### src/rtl/decade_prescaler_ctrl_pkg.sv
// Shared types and constants for the decade prescaler controller and its digit cells.
package decade_prescaler_ctrl_pkg;

   typedef enum logic [1:0] {
      IDLE = 2'd0,
      RUN  = 2'd1,
      PEND = 2'd2
   } state_t;

   localparam logic [3:0] DIGIT_MAX  = 4'd9;
   localparam logic [3:0] HALF_POINT = 4'd5;

   // Width needed to hold a divide exponent in 0..n_stages.
   function automatic int unsigned sel_w(input int unsigned n_stages);
      return $clog2(n_stages + 1);
   endfunction

endpackage

### src/rtl/decade_prescaler_ctrl_digit.sv
// One decade (0-9) digit with synchronous clear, carry-in enable and carry-out.
module decade_digit
   import decade_prescaler_ctrl_pkg::*;
(
   input  logic       clk,
   input  logic       reset,
   input  logic       clr,
   input  logic       cin,
   output logic [3:0] q,
   output logic       cout
);

   always_ff @(posedge clk) begin
      if (reset || clr) begin
         q <= '0;
      end else if (cin) begin
         q <= (q == DIGIT_MAX) ? '0 : q + 4'd1;
      end
   end

   assign cout = (q == DIGIT_MAX) & cin;

endmodule

### src/rtl/decade_prescaler_ctrl.sv
// Divide-by-10^sel prescaler: cascaded decade digits, tick strobe, square out_clk, sel reconfig at wrap.
// Define DECADE_PRESCALER_BCD_OUT_EN to expose the live digit values on port bcd.
module decade_prescaler_ctrl
   import decade_prescaler_ctrl_pkg::*;
#(
   parameter int unsigned N_STAGES = 3,
   parameter int unsigned DEF_SEL  = 3,
   localparam int unsigned SEL_W   = sel_w(N_STAGES)
) (
   input  logic             clk,
   input  logic             reset,
   input  logic             en,
   input  logic [SEL_W-1:0] cfg_sel,
   input  logic             cfg_valid,
   output logic             cfg_ready,
   output logic [SEL_W-1:0] cur_sel,
   output logic             tick,
   output logic             out_clk,
   output logic             busy
`ifdef DECADE_PRESCALER_BCD_OUT_EN
   ,
   output logic [4*N_STAGES-1:0] bcd
`endif
);

   state_t              state, state_nx;
   logic [SEL_W-1:0]    cur_sel_nx;
   logic [SEL_W-1:0]    pend_sel, pend_sel_nx;
   logic [SEL_W-1:0]    sel_clamped;
   logic                tick_nx;
   logic                hi_digit;
   logic                wrap;
   logic                load_clr;

   logic [3:0]          digit [N_STAGES];
   logic [N_STAGES-1:0] cin;
   logic [N_STAGES-1:0] carry;
   logic [N_STAGES-1:0] clr;

   // Carry-in is derived from the digit registers directly rather than chained
   // through the cells' carry-outs, so no combinational path runs cell-to-cell.
   for (genvar k = 0; k < N_STAGES; k++) begin : g_digit
      logic all_nine;

      always_comb begin
         all_nine = 1'b1;
         for (int unsigned j = 0; j < N_STAGES; j++) begin
            if ((j < k) && (digit[j] != DIGIT_MAX)) begin
               all_nine = 1'b0;
            end
         end
      end

      assign cin[k] = en & all_nine & (SEL_W'(k) < cur_sel);
      assign clr[k] = load_clr | (SEL_W'(k) >= cur_sel);

      decade_digit u_digit (
         .clk   (clk),
         .reset (reset),
         .clr   (clr[k]),
         .cin   (cin[k]),
         .q     (digit[k]),
         .cout  (carry[k])
      );

`ifdef DECADE_PRESCALER_BCD_OUT_EN
      assign bcd[4*k +: 4] = digit[k];
`endif
   end

   assign sel_clamped = (cfg_sel > SEL_W'(N_STAGES)) ? SEL_W'(N_STAGES) : cfg_sel;

   // Wrap is the carry-out of the top active digit; with sel 0 every enabled cycle wraps.
   always_comb begin
      wrap     = 1'b0;
      hi_digit = 1'b0;
      if (cur_sel == '0) begin
         wrap = en;
      end
      for (int unsigned k = 0; k < N_STAGES; k++) begin
         if (SEL_W'(k + 1) == cur_sel) begin
            wrap     = carry[k];
            hi_digit = (digit[k] >= HALF_POINT);
         end
      end
   end

   always_comb begin
      state_nx    = state;
      cur_sel_nx  = cur_sel;
      pend_sel_nx = pend_sel;
      load_clr    = 1'b0;
      tick_nx     = wrap;
      unique case (state)
         IDLE: begin
            if (cfg_valid) begin
               cur_sel_nx = sel_clamped;
               load_clr   = 1'b1;
               tick_nx    = 1'b0;
            end
            if (en) begin
               state_nx = RUN;
            end
         end
         RUN: begin
            // An accept coinciding with a wrap is held until the following wrap.
            if (cfg_valid) begin
               pend_sel_nx = sel_clamped;
               state_nx    = PEND;
            end else if (!en) begin
               state_nx = IDLE;
            end
         end
         PEND: begin
            if (wrap) begin
               cur_sel_nx = pend_sel;
               load_clr   = 1'b1;
               state_nx   = RUN;
            end
         end
         default: begin
            state_nx = IDLE;
         end
      endcase
   end

   always_ff @(posedge clk) begin
      if (reset) begin
         state    <= IDLE;
         cur_sel  <= SEL_W'(DEF_SEL);
         pend_sel <= '0;
         tick     <= 1'b0;
         out_clk  <= 1'b0;
      end else begin
         state    <= state_nx;
         cur_sel  <= cur_sel_nx;
         pend_sel <= pend_sel_nx;
         tick     <= tick_nx;
         out_clk  <= hi_digit;
      end
   end

   assign cfg_ready = (state != PEND);
   assign busy      = (state == PEND);

endmodule

### config.mk
export PLATFORM = sky130hd
export DESIGN_NAME = decade_prescaler_ctrl
export DESIGN_NICKNAME = d
export VERILOG_FILES = /design/src/rtl/decade_prescaler_ctrl_pkg.sv /design/src/rtl/decade_prescaler_ctrl_digit.sv /design/src/rtl/decade_prescaler_ctrl.sv
export SDC_FILE = /design/constraint.sdc
export NUM_CORES = 1
export LEC_CHECK = 0
export ABC_AREA = 1
export BUFFER_PORTS_ARGS = -buffer_cell sky130_fd_sc_hd__buf_2
export CAP_MARGIN = 40
export CORE_MARGIN = 5
export CORE_UTILIZATION = 55
export CTS_CLUSTER_DIAMETER = 80
export DETAILED_ROUTE_END_ITERATION = 16
export GPL_TIMING_DRIVEN = 0
export PLACE_DENSITY = 0.75
export SKIP_CTS_REPAIR_TIMING = 1
export SLEW_MARGIN = 10
export SYNTH_ARGS = -nofsm -noshare
export SYNTH_HDL_FRONTEND = slang
export SYNTH_HIERARCHICAL = 1
export SYNTH_SLANG_ARGS = --single-unit
export TNS_END_PERCENT = 100
### constraint.sdc
create_clock -name clk -period 2.3 [get_ports clk]
set_input_delay 0 -clock clk [delete_from_list [all_inputs] [get_ports clk]]
set_output_delay 0 -clock clk [all_outputs]
set_load 0.01 [all_outputs]
# Word-level counts from Yosys, hierarchy flattened
# Cells that the tools add are included.
[totals] wordCells=82 regBits=20 output_inout_bits=6 inputBits=6
[op_classes] n_addsub=3 reduce_logical=9 bitwise_logic=11 n_mux=26 n_lt_le_gt_ge=10 eq_ne=15
[op_table] op="2-bit 2-to-1 mux" count=7
[op_table] op="1-bit 2-to-1 mux" count=13
[op_table] op="4-bit by 1-bit adder with 4-bit output, second input constant" count=3
[op_table] op="4-bit == test, second input constant" count=3
[op_table] op="4-bit by 3-bit >= comparator with 1-bit output, second input constant" count=3
[op_table] op="4-bit 2-to-1 mux" count=3
[op_table] op="1-bit bitwise AND" count=8
[op_table] op="4-bit inequality test, second input constant" count=2
[op_table] op="2-bit inequality test, second input constant" count=3
[op_table] op="2-bit one-hot mux with 3 select lines" count=1
[op_table] op="3-bit AND reduction" count=2
[op_table] op="2-bit == test, first input constant" count=2
[op_table] op="1-bit by 2-bit >= comparator with 1-bit output, first input constant" count=2
[op_table] op="2-bit zero test" count=2
[op_table] op="1-bit by 2-bit less-than comparator with 1-bit output, first input constant" count=2
[op_table] op="2-bit one-hot mux with 2 select lines" count=1
[op_table] op="1-bit logical OR" count=3
[op_table] op="3-bit inequality test, second input constant" count=1
[op_table] op="1-bit OR" count=3
[op_table] op="1-bit by 2-bit == test with 1-bit output, first input constant" count=1
[op_table] op="2-bit by 1-bit == test with 1-bit output, second input constant" count=1
[op_table] op="2-bit == test, second input constant" count=1
[op_table] op="2-bit >= comparator, first input constant" count=1
[op_table] op="2-bit > comparator, second input constant" count=1
[op_table] op="other kinds (5)" count=5

# Logic depth before layout (Yosys ltp)
# Gate-level depths: netlist of the first run.
[logic_depth] word_depth=11 ltp_mapped=19 depth_no_buf=19

# Cells and area by module
# Netlist of the first run, hierarchy kept.
[modules_own_cells] mod="decade_digit" instances=3 area_each_um2=195.2 seq_area_each_um2=80.1 cells_each=29
[modules_own_cells] mod="decade_prescaler_ctrl" instances=1 area_each_um2=548.0 seq_area_each_um2=160.2 cells_each=86

# Worst setup path before layout of the first run
# OpenSTA, ideal clock, no wires.
[synth_timing] path_type="register to register" from="register cur_sel[0]" to="register g_digit[2].u_digit.q[0]" synth_period_minus_slack_ns=2.012 required_ns=2.184 n_path_buf=1 path_slack_ns=0.288 arrival_time_ns=1.896 setup_ns=0.116 stages_incl_launch_ff=19 cell_sequence="dfxtp_1 > buf_6 > nand2_1 > nor3_1 > nand2_1 > inv_2 > nand2_1 > inv_1 > inv_1 > nand3_1 > nand2_2 > nor2_2 > nand2_2 > nand2_2 > inv_2 > nand3_1 > nor2_4 > o21ai_0 > nor2_1"
[synth_via] word_cells_on_any_way=22 classes_between="order compare (4); eq/ne (3); mux (6); bitwise (7); reduce/logical (2)"
[synth_rtl] element="start: declaration" line="decade_prescaler_ctrl.sv:16" rtl="output logic [SEL_W-1:0] cur_sel,"
[synth_rtl] element="start signal: assignment" line="decade_prescaler_ctrl.sv:130" rtl="cur_sel <= SEL_W'(DEF_SEL);"
[synth_rtl] element="start signal: assignment" line="decade_prescaler_ctrl.sv:136" rtl="cur_sel <= cur_sel_nx;"
[synth_rtl] element="2-bit less-than comparator" line="decade_prescaler_ctrl.sv:54" rtl="assign cin[k] = en & all_nine & (SEL_W'(k) < cur_sel);"
[synth_rtl] element="1-bit bitwise AND" line="decade_prescaler_ctrl.sv:54"
[synth_rtl] element="net cin[2]" line="decade_prescaler_ctrl.sv:36" rtl="logic [N_STAGES-1:0] cin;"
[synth_rtl] element="1-bit bitwise AND" line="decade_prescaler_ctrl_digit.sv:21" rtl="assign cout = (q == DIGIT_MAX) & cin;"
[synth_rtl] element="net carry[2]" line="decade_prescaler_ctrl.sv:37" rtl="logic [N_STAGES-1:0] carry;"
[synth_rtl] element="1-bit 2-to-1 mux" line="decade_prescaler_ctrl.sv:81" rtl="if (SEL_W'(k + 1) == cur_sel) begin"
[synth_rtl] element="1-bit 2-to-1 mux" line="decade_prescaler_ctrl.sv:115" rtl="if (wrap) begin"
[synth_rtl] element="1-bit one-hot mux with 2 select lines" line="decade_prescaler_ctrl.sv:94" rtl="unique case (state)"
[synth_rtl] element="1-bit OR" line="decade_prescaler_ctrl.sv:55" rtl="assign clr[k] = load_clr | (SEL_W'(k) >= cur_sel);"
[synth_rtl] element="net clr[2]" line="decade_prescaler_ctrl.sv:38" rtl="logic [N_STAGES-1:0] clr;"
[synth_rtl] element="1-bit logical OR" line="decade_prescaler_ctrl_digit.sv:14" rtl="if (reset || clr) begin"
[synth_rtl] element="end signal: assignment" line="decade_prescaler_ctrl_digit.sv:17" rtl="q <= (q == DIGIT_MAX) ? '0 : q + 4'd1;"
[synth_rtl] element="end: declaration" line="decade_prescaler_ctrl_digit.sv:9" rtl="output logic [3:0] q,"
# The timed path passes the listed nets, and every way through them passes these cells.
# A chain may end at the register's enable or synchronous reset.

# Worst setup path in the final report of the first run
[layout_timing] from="register g_digit[0].u_digit.q[2]" to="register g_digit[0].u_digit.q[0]"
[layout_via] elab_chain_len=11 word_cells_on_any_way=19 classes_between="eq/ne (2); mux (8); bitwise (8); reduce/logical (1)"
[layout_lines] element="start: declaration" line="decade_prescaler_ctrl_digit.sv:9"
[layout_lines] element="start signal: assignment" line="decade_prescaler_ctrl_digit.sv:17"
[layout_lines] element="4-bit inequality test" line="decade_prescaler_ctrl.sv:48" rtl="if ((j < k) && (digit[j] != DIGIT_MAX)) begin"
[layout_lines] element="1-bit 2-to-1 mux (2 in a row)" line="decade_prescaler_ctrl.sv:48"
[layout_lines] element="1-bit bitwise AND (2 in a row)" line="decade_prescaler_ctrl.sv:54"
[layout_lines] element="net cin[2]" line="decade_prescaler_ctrl.sv:36"
[layout_lines] element="1-bit bitwise AND" line="decade_prescaler_ctrl_digit.sv:21"
[layout_lines] element="net carry[2]" line="decade_prescaler_ctrl.sv:37"
[layout_lines] element="1-bit 2-to-1 mux" line="decade_prescaler_ctrl.sv:81"
[layout_lines] element="1-bit 2-to-1 mux" line="decade_prescaler_ctrl.sv:115"
[layout_lines] element="1-bit one-hot mux with 2 select lines" line="decade_prescaler_ctrl.sv:94"
[layout_lines] element="1-bit OR" line="decade_prescaler_ctrl.sv:55"
[layout_lines] element="net clr[0]" line="decade_prescaler_ctrl.sv:38"
[layout_lines] element="1-bit logical OR" line="decade_prescaler_ctrl_digit.sv:14"
# The timed path passes the listed nets, and every way through them passes these cells.

==> results.json, run 1 <==
{
  "run_status": "complete, no violations",
  "viasPerCell": 4.90,
  "cts.sinks": 20,
  "crit_path_end_kind": "register",
  "switching_share_pct": 31.4,
  "fillers": 181,
  "crit_family": "simple AND/OR/NAND/NOR gates",
  "area_delta_synth_final_pct": 18.5,
  "tightest_slew_ps": 257,
  "start_kind": "register",
  "worstPathArrival_ps": 2310,
  "critical_path_buf_inv_count": 4,
  "placed_area_um2": 1220,
  "cts_tree": "built",
  "slowest_stage": "dfxtp_4",
  "power.share.clock_pct": 25.8,
  "initial_core_util_pct": 57.8,
  "fmax_mhz": 474,
  "worst-path-stages": 18,
  "antenna_cells": 0,
  "grtUsageTotal_pct": 14.9,
  "cts_max_level": 1,
  "fp.dieH_um": 55.4,
  "synth-seq-cells": 20,
  "syn_area_um2": 1130,
  "drc": 0,
  "drive_gt1_share_pct": 29.4,
  "switchingPower_uw": 245,
  "relSlewSlack_pct": 82.8,
  "cts-root-buf": "clkbuf_4",
  "cpMostUsedCell": "nand2_2",
  "cp_cell_sequence": "nor3_4 > nand3_2 > nor3_4 > nand2_1 > inv_2 > nand2_1 > inv_1 > inv_1 > nand3_1 > nand2_2 > nor2_2 > nand2_2 > nand2_2 > inv_2 > o21ai_2 > nor2_4 > o21ai_0 > nor2_1",
  "p_per_area_nw_per_um2": 580,
  "max_stage_delay_ps": 380,
  "first_pass_iters": 4,
  "period_needed_ps": 2110,
  "cts_buffers": 3,
  "power_frac_seq_pct": 48.6,
  "finish.utilization_pct": 68.5,
  "reg2reg_depth": 18,
  "grt_pass1_wl_um": 3770,
  "clockBufferDepth": 2,
  "yosysWarnings": 6,
  "antenna_found_initial": 0,
  "grt_max_degree": 12,
  "gp_congestion": 0.851,
  "yosysUniqueCellTypes": 18,
  "peakVddDrop_mv": 0.452,
  "syn_nets": 179,
  "synthCells": 173,
  "wirelength_um": 2280,
  "power_uw": 780,
  "min_path_type": "input pin to register",
  "dp_slack_ps": 32.3,
  "setup_ws_ps": 192,
  "rows": 16,
  "p_comb_share_pct": 25.6,
  "clk_latency_ps": 300,
  "dpl.hpwl_um": 1670,
  "intPower_uw": 535,
  "vias": 1083,
  "fin_crit_sh_pct": 91.6,
  "holdPathStages": 3,
  "crit_type": "register to register",
  "rsz0062_at_grt": "true",
  "pin_count": 12,
  "cp.required_ps": 2500,
  "coreArea_um2": 1960,
  "seq_area_frac_synth_pct": 35.3,
  "drv_cap": 0,
  "grt_remaining_overflow": 0,
  "drv_slew": 0,
  "multiInputGateArea_um2": 621,
  "grt_pass1_vias": 933,
  "synth.avg_cell_area_um2": 6.55,
  "dieArea_um2": 3070,
  "final-seq-area_um2": 405,
  "setup_viol": 0,
  "fp.dieW_um": 55.4,
  "drtIter0Drc": 38,
  "port_buffers": 11,
  "antenna_left": 0,
  "wl_per_cell_um": 10.3,
  "fin_skew_ps": 1.00,
  "p_leak_nw": 0.620,
  "path_clk_slew_ps": 110,
  "layout.nets": 201,
  "cp_max_fo": 4,
  "design_area_um2": 1340,
  "hold_viol_final": 0
}
[layout make-up]
type / count / area share, %
multi-input cells: 119 / 46.2
well taps: 27 / 2.51
clock buffers: 4 / 2.70
flip-flops and latches: 20 / 30.2
repair buffers: 17 / 7.82
inverters: 32 / 8.94
plain buffers: 2 / 1.68
[per-layer routing]
layer  global-route usage (%)  routed length (µm)  vias up
met5                        0                   0        -
met2                     24.0                1120       19
met4                     5.90                  23        0
met3                     6.06                  89        2
met1                     17.6                1050      477
li1                         -                   -      585
[cells in the final DEF (no fill, tap or decap)]
master | netlist | routed
dlygate4sd3_1 | 0 | 2
nand3_1 | 15 | 14
buf_2 | 0 | 11
dfxtp_1 | 20 | 18
nor3_4 | 0 | 2
clkbuf_4 | 0 | 3
o21ai_2 | 2 | 2
nand3_2 | 1 | 2
nand4_1 | 4 | 4
buf_4 | 0 | 4
o21ai_0 | 13 | 13
dfxtp_4 | 0 | 1
nand2_1 | 41 | 41
nor4_1 | 1 | 1
inv_1 | 21 | 21
nand2_2 | 5 | 5
buf_6 | 2 | 2
dfxtp_2 | 0 | 1
a21oi_2 | 3 | 3
nor2_1 | 16 | 15
nor2_2 | 4 | 5
clkbuf_8 | 0 | 1
a21oi_1 | 8 | 8
nor2_4 | 4 | 4
inv_2 | 11 | 11
[cell families (layout without fill, tap and decap cells)]
kind of cell / after synthesis / after routing / share of synthesized area, %
compound gates: 26 / 26 / 13.1
flops: 20 / 20 / 35.3
simple gates: 93 / 93 / 39.0
buf+inv: 34 / 55 / 12.6
[worst paths after layout]
path                      startpoint                 endpoint  slack (ps)
min reg2reg              pend_sel[0]              pend_sel[0]         460
min                       cfg_sel[1]              pend_sel[1]          20
max reg2reg  g_digit[0].u_digit/q[2]  g_digit[0].u_digit/q[0]         190
max          g_digit[0].u_digit/q[2]  g_digit[0].u_digit/q[0]         190
[worst register-to-register path: stages, from the launching register on]
cell and delay (ps):
dfxtp_4 380, nor3_4 170, nand3_2 140, nor3_4 230
nand2_1 90, inv_2 80, nand2_1 70, inv_1 60
inv_1 30, nand3_1 70, nand2_2 80, nor2_2 120
nand2_2 70, nand2_2 90, inv_2 40, o21ai_2 70
nor2_4 70, o21ai_0 90, nor2_1 60
[sequential cells by signal, summed over array words and instances (netlist names)]
name and flops:
tick 1, g_digit.u_digit/q 12, state 2, cur_sel 2, pend_sel 2, out_clk 1
[power groups by stage]
stage / Combinational [mW] / Clock (mW) / Sequential [mW]
after floorplan: 0.147 / 0 / 0.388
after global placement: 0.187 / 0 / 0.386
after detailed placement: 0.190 / 0 / 0.387
after CTS: 0.191 / 0.209 / 0.379
after global routing: 0.225 / 0.227 / 0.382
final: 0.199 / 0.201 / 0.379
[cell usage after synthesis]
master	instances	area, µm²
a21oi_1	8	40.0
a21oi_2	3	26.3
buf_6	2	22.5
dfxtp_1	20	400
inv_1	21	78.8
inv_2	11	41.3
nand2_1	41	154
nand2_2	5	31.3
nand3_1	15	75.1
nand3_2	1	10.0
nand4_1	4	25.0
nor2_1	16	60.1
nor2_2	4	25.0
nor2_4	4	45.0
nor3_1	2	10.0
nor4_1	1	6.26
o21ai_0	13	65.1
o21ai_2	2	17.5
[per-stage QoR]
step	cells	TNS (ps)	hold WS [ps]
3_3_place_gp	211	0	292
3_5_place_dp	211	0	305
6_report	221	0	19.8
4_1_cts	215	0	-17.6
5_1_grt	221	-92.1	24.1
2_1_floorplan	173	0	69.1
(Power assumes the default switching activity.)
==> run 2, diff against run 1 <==
--- a/config.mk
+++ b/config.mk
@@ -9,12 +9,13 @@
 export BUFFER_PORTS_ARGS = -buffer_cell sky130_fd_sc_hd__buf_2
 export CAP_MARGIN = 40
+export CELL_PAD_IN_SITES_DETAIL_PLACEMENT = 1
+export CELL_PAD_IN_SITES_GLOBAL_PLACEMENT = 1
 export CORE_MARGIN = 5
-export CORE_UTILIZATION = 55
+export CORE_UTILIZATION = 40
 export CTS_CLUSTER_DIAMETER = 80
 export DETAILED_ROUTE_END_ITERATION = 16
 export GPL_TIMING_DRIVEN = 0
-export PLACE_DENSITY = 0.75
+export PLACE_DENSITY_LB_ADDON = 0.1
 export SKIP_CTS_REPAIR_TIMING = 1
-export SLEW_MARGIN = 10
 export SYNTH_ARGS = -nofsm -noshare
 export SYNTH_HDL_FRONTEND = slang
==> constraint.sdc (replaced) <==
create_clock -name clk -period 2.3 [get_ports clk]
set_input_delay 0.115 -clock clk [delete_from_list [all_inputs] [get_ports clk]]
set_output_delay 0.115 -clock clk [all_outputs]
set_load 0.01 [all_outputs]
==> results.json, run 2 (synthesized netlist as in run 1, its figures left out) <==
{
  "run_status": "complete, no violations",
  "cp_cell_sequence": "nor3_2 > nand3_2 > nor3_4 > nand2_1 > inv_2 > nand2_1 > inv_1 > inv_1 > nand3_1 > nand2_2 > nor2_2 > nand2_2 > nand2_2 > inv_2 > o21ai_2 > nor2_4 > nand2_1 > a21oi_2",
  "reg2reg_depth": 18,
  "antenna_found_initial": 0,
  "cp-endpoint": "g_digit[0].u_digit/q[2]",
  "fmax_mhz": 473,
  "crit_path_end_kind": "register",
  "initial_core_util_pct": 41.5,
  "largest-register": "g_digit.u_digit/q",
  "setup_viol": 0,
  "drtIter0Drc": 23,
  "layout.nets": 197,
  "clk_latency_ps": 310,
  "cts.sinks": 20,
  "cts_max_level": 1,
  "p_leak_nw": 0.601,
  "drv_slew": 0,
  "fin_tns_setup_ps": 0,
  "drive_gt1_share_pct": 28.9,
  "grt_remaining_overflow": 0,
  "viasPerCell": 4.95,
  "power_uw": 795,
  "grt_pass1_wl_um": 4830,
  "fin_skew_ps": 9.12,
  "wirelength_um": 2780,
  "worstPathArrival_ps": 2330,
  "cp-startpoint": "g_digit[0].u_digit/q[2]",
  "grt_max_degree": 12,
  "placed_area_um2": 1230,
  "port_buffers": 11,
  "dp_slack_ps": -52.2,
  "path_clk_slew_ps": 120,
  "gp_congestion": 0.810,
  "setup_ws_ps": 186,
  "tightest_slew_ps": 296,
  "ff2ff_setup_slack_ps": 190,
  "final_cell_mix": "41 x nand2_1, 21 x inv_1, 19 x dfxtp_1",
  "drc": 0,
  "pin_count": 12,
  "hold_slack_ps": 119,
  "fp.dieW_um": 63.2,
  "antenna_left": 0,
  "antenna_cells": 0,
  "fin_crit_sh_pct": 91.9,
  "fp.dieH_um": 63.2,
  "area_delta_synth_final_pct": 15.7,
  "cp.required_ps": 2520,
  "wl_per_cell_um": 12.6,
  "period_needed_ps": 2110,
  "final_common_cell": "nand2_1",
  "slowest_stage": "dfxtp_1",
  "design_area_um2": 1310,
  "cts-root-buf": "clkbuf_4",
  "cts_tree": "built",
  "grt_pass1_vias": 1127,
  "vias": 1095,
  "grtUsageTotal_pct": 14.7,
  "cts_buffers": 3,
  "drv_cap": 0,
  "dieArea_um2": 4000,
  "relSlewSlack_pct": 80.1,
  "rows": 19,
  "first_pass_iters": 2,
  "cp_max_fo": 4,
  "reg2reg_to": "g_digit[0].u_digit/q[2]",
  "fillers": 378,
  "peakVddDrop_mv": 0.332,
  "crit_type": "register to register",
  "clockBufferDepth": 2,
  "dpl.hpwl_um": 2170,
  "largest_register_ffs": 12,
  "p_per_area_nw_per_um2": 606,
  "start_kind": "register",
  "r2r_start": "g_digit[0].u_digit/q[2]",
  "min_path_type": "input pin to register",
  "coreArea_um2": 2730,
  "max_stage_delay_ps": 370,
  "hold_viol_final": 0
}
==> run 2: cell type report <==
| cell class | instances | area (µm²) | share of cell area [%] |
|---|---|---|---|
| buffer | 2 | 22.5 | 1.72 |
| sequential | 20 | 404 | 30.8 |
| multi-input combinational | 119 | 619 | 47.2 |
| timing repair buffer | 13 | 70.1 | 5.34 |
| inverter | 32 | 120 | 9.16 |
| clock buffer | 4 | 36.3 | 2.77 |
| tap | 31 | 38.8 | 2.96 |
==> run 2: stage by stage <==
step | cells | util, %
after detailed placement | 215 | 44.9
after global routing | 221 | 48.0
after floorplan | 173 | -
final | 221 | 48.0
after global placement | 215 | 44.9
after CTS | 219 | 46.2
==> run 2: metal layers <==
metal | wire, µm | global-route usage [%] | vias to the layer above
met4 | 35 | 4.68 | 0
met2 | 1350 | 25.5 | 10
li1 | - | - | 574
met1 | 1300 | 17.8 | 506
met5 | 0 | 0 | -
met3 | 92 | 3.20 | 5
==> run 2: report_power, final <==
group / internal [mW] / switching (mW)
clock network: 0.0966 / 0.114
logic: 0.0713 / 0.134
registers: 0.365 / 0.0139
==> run 2: worst min path at each step <==
stage / start / to / slack [ps] / cells past startpoint
CTS: cfg_sel[1] / pend_sel[1] / 110 / 3
finish: cfg_sel[1] / pend_sel[1] / 120 / 3
detailed placement: cfg_sel[1] / pend_sel[1] / 430 / 3
floorplan: reset / state[1] / 180 / 1
global route: cfg_sel[1] / pend_sel[1] / 110 / 3
global placement: cfg_sel[0] / pend_sel[0] / 410 / 3
==> run 2: critical path, delay by kind of cell, from the launching register on <==
| family | cells | cell delay (ps) |
|---|---|---|
| AND/OR/NAND/NOR | 12 | 1330 |
| flip-flops | 1 | 370 |
| buffers and inverters | 4 | 230 |
| AO/OA/AOI/OAI | 2 | 100 |
==> run 3, diff against run 2 <==
- BUFFER_PORTS_ARGS: -buffer_cell sky130_fd_sc_hd__buf_2 -> -buffer_cell sky130_fd_sc_hd__buf_4
==> results.json, run 3 (synthesized netlist as in run 1, its figures left out) <==
{
  "run_status": "complete, no violations",
  "antenna_left": 0,
  "crit_family": "simple AND/OR/NAND/NOR gates",
  "grt_pass1_vias": 1096,
  "dp.cells": 215,
  "final-seq-area_um2": 405,
  "cts-root-buf": "clkbuf_4",
  "grtUsageTotal_pct": 14.4,
  "drv_slew": 0,
  "p_per_area_nw_per_um2": 602,
  "crit_path_end_kind": "register",
  "max_stage_delay_ps": 390,
  "hold_viol_final": 0,
  "viasPerCell": 5.03,
  "cts_buffers": 3,
  "switching_share_pct": 33.1,
  "drive_gt1_share_pct": 29.5,
  "finish.utilization_pct": 49.2,
  "power_frac_seq_pct": 46.9,
  "gp_congestion": 0.792,
  "largest-register": "g_digit.u_digit/q",
  "power.share.clock_pct": 26.7,
  "grt_pass1_wl_um": 4750,
  "cp_max_fo": 5,
  "grt_max_degree": 12,
  "antenna_cells": 0,
  "cp.required_ps": 2530,
  "intPower_uw": 543,
  "start_kind": "register",
  "final_common_cell": "nand2_1",
  "fin_crit_sh_pct": 92.8,
  "period_needed_ps": 2130,
  "worstPathArrival_ps": 2360,
  "clk_latency_ps": 320,
  "p_leak_nw": 0.615,
  "cp_cell_sequence": "nor3_4 > nand3_2 > nor3_4 > nand2_1 > inv_2 > nand2_1 > inv_1 > inv_1 > nand3_1 > nand2_2 > nor2_2 > nand2_2 > nand2_2 > inv_2 > o21ai_2 > nor2_4 > nand2_1 > a21oi_2",
  "dpl.hpwl_um": 2120,
  "initial_core_util_pct": 41.5,
  "path_clk_slew_ps": 130,
  "fp.dieW_um": 63.2,
  "fillers": 364,
  "critical_path_buf_inv_count": 4,
  "coreArea_um2": 2730,
  "cts_tree": "built",
  "p_comb_share_pct": 26.4,
  "cts.sinks": 20,
  "wl_per_cell_um": 12.6,
  "slowest_stage": "dfxtp_4",
  "drtIter0Drc": 32,
  "layout.nets": 197,
  "port_buffers": 11,
  "min_path_type": "input pin to register",
  "multiInputGateArea_um2": 626,
  "drv_cap": 0,
  "final_cell_count_no_fill": 221,
  "fmax_mhz": 469,
  "setup_viol": 0,
  "area_delta_synth_final_pct": 18.8,
  "antenna_found_initial": 0,
  "switchingPower_uw": 268,
  "tightest_slew_ps": 255,
  "drc": 0,
  "vias": 1111,
  "pin_count": 12,
  "largest_register_ffs": 12,
  "first_pass_iters": 4,
  "peakVddDrop_mv": 0.331,
  "rows": 19,
  "dieArea_um2": 4000,
  "wirelength_um": 2790,
  "crit_type": "register to register",
  "grt_remaining_overflow": 0,
  "relSlewSlack_pct": 82.9,
  "cts_max_level": 1,
  "clockBufferDepth": 2,
  "fin_skew_ps": 12.0,
  "fp.dieH_um": 63.2,
  "final_cell_mix": "41 x nand2_1, 21 x inv_1, 18 x dfxtp_1"
}
run 3: cell count changes in the layout (fill, tap and decap cells not counted):
| cell | before | now |
|---|---|---|
| nor3_4 | 1 | 2 |
| dfxtp_2 | 0 | 1 |
| buf_2 | 11 | 0 |
| o21ai_1 | 0 | 1 |
| dfxtp_1 | 19 | 18 |
| o21ai_0 | 13 | 12 |
| nor3_2 | 1 | 0 |
| buf_4 | 2 | 13 |
run 3: layout make-up:
class                      instances  share of cell area [%]
tap                               31                    2.88
inverter                          32                    8.92
timing repair buffer              13                    7.25
sequential                        20                    30.1
buffer                             2                    1.67
multi-input combinational        119                    46.5
clock buffer                       4                    2.70
run 3: worst paths after layout:
check,from,endpoint,slack (ps),cells after the start
worst max register to register,g_digit[0].u_digit/q[1],g_digit[0].u_digit/q[2],170,18
worst min register to register,pend_sel[0],pend_sel[0],460,2
worst max-delay path,g_digit[0].u_digit/q[1],g_digit[0].u_digit/q[2],170,18
worst min-delay path,reset,state[1],50,2
run 3: stage by stage:
step	total power, mW	setup WS (ps)	hold WS, ps	cell area, µm²	TNS [ps]
global route	0.860	-51.4	45.3	1350	-153
floorplan	0.536	288	184	1130	0
finish	0.810	166	50.3	1350	0
global placement	0.584	17.5	384	1250	0
detailed placement	0.592	-65.7	398	1250	-302
CTS	0.811	-105	47.7	1290	-552
run 3: power by group through the flow:
stage | Clock, mW | Sequential (mW) | Combinational, mW
floorplan | 0 | 0.388 | 0.147
global route | 0.240 | 0.382 | 0.238
finish | 0.217 | 0.380 | 0.214
CTS | 0.224 | 0.380 | 0.207
global placement | 0 | 0.386 | 0.198
detailed placement | 0 | 0.388 | 0.204
run 3: worst reg2reg max path: cells and delay by family, from the launching register on:
kind	cells	cell delay, ps
AOI/OAI and AO/OA	2	120
buffers and inverters	4	240
and+or+nand+nor	12	1300
DFF	1	390
run 3: metal layers:
metal | routed length (µm) | vias up | track usage [%]
met5 | 0 | - | 0
met1 | 1280 | 519 | 17.0
met3 | 103 | 4 | 3.91
li1 | - | 577 | -
met2 | 1370 | 11 | 24.7
met4 | 28 | 0 | 5.45
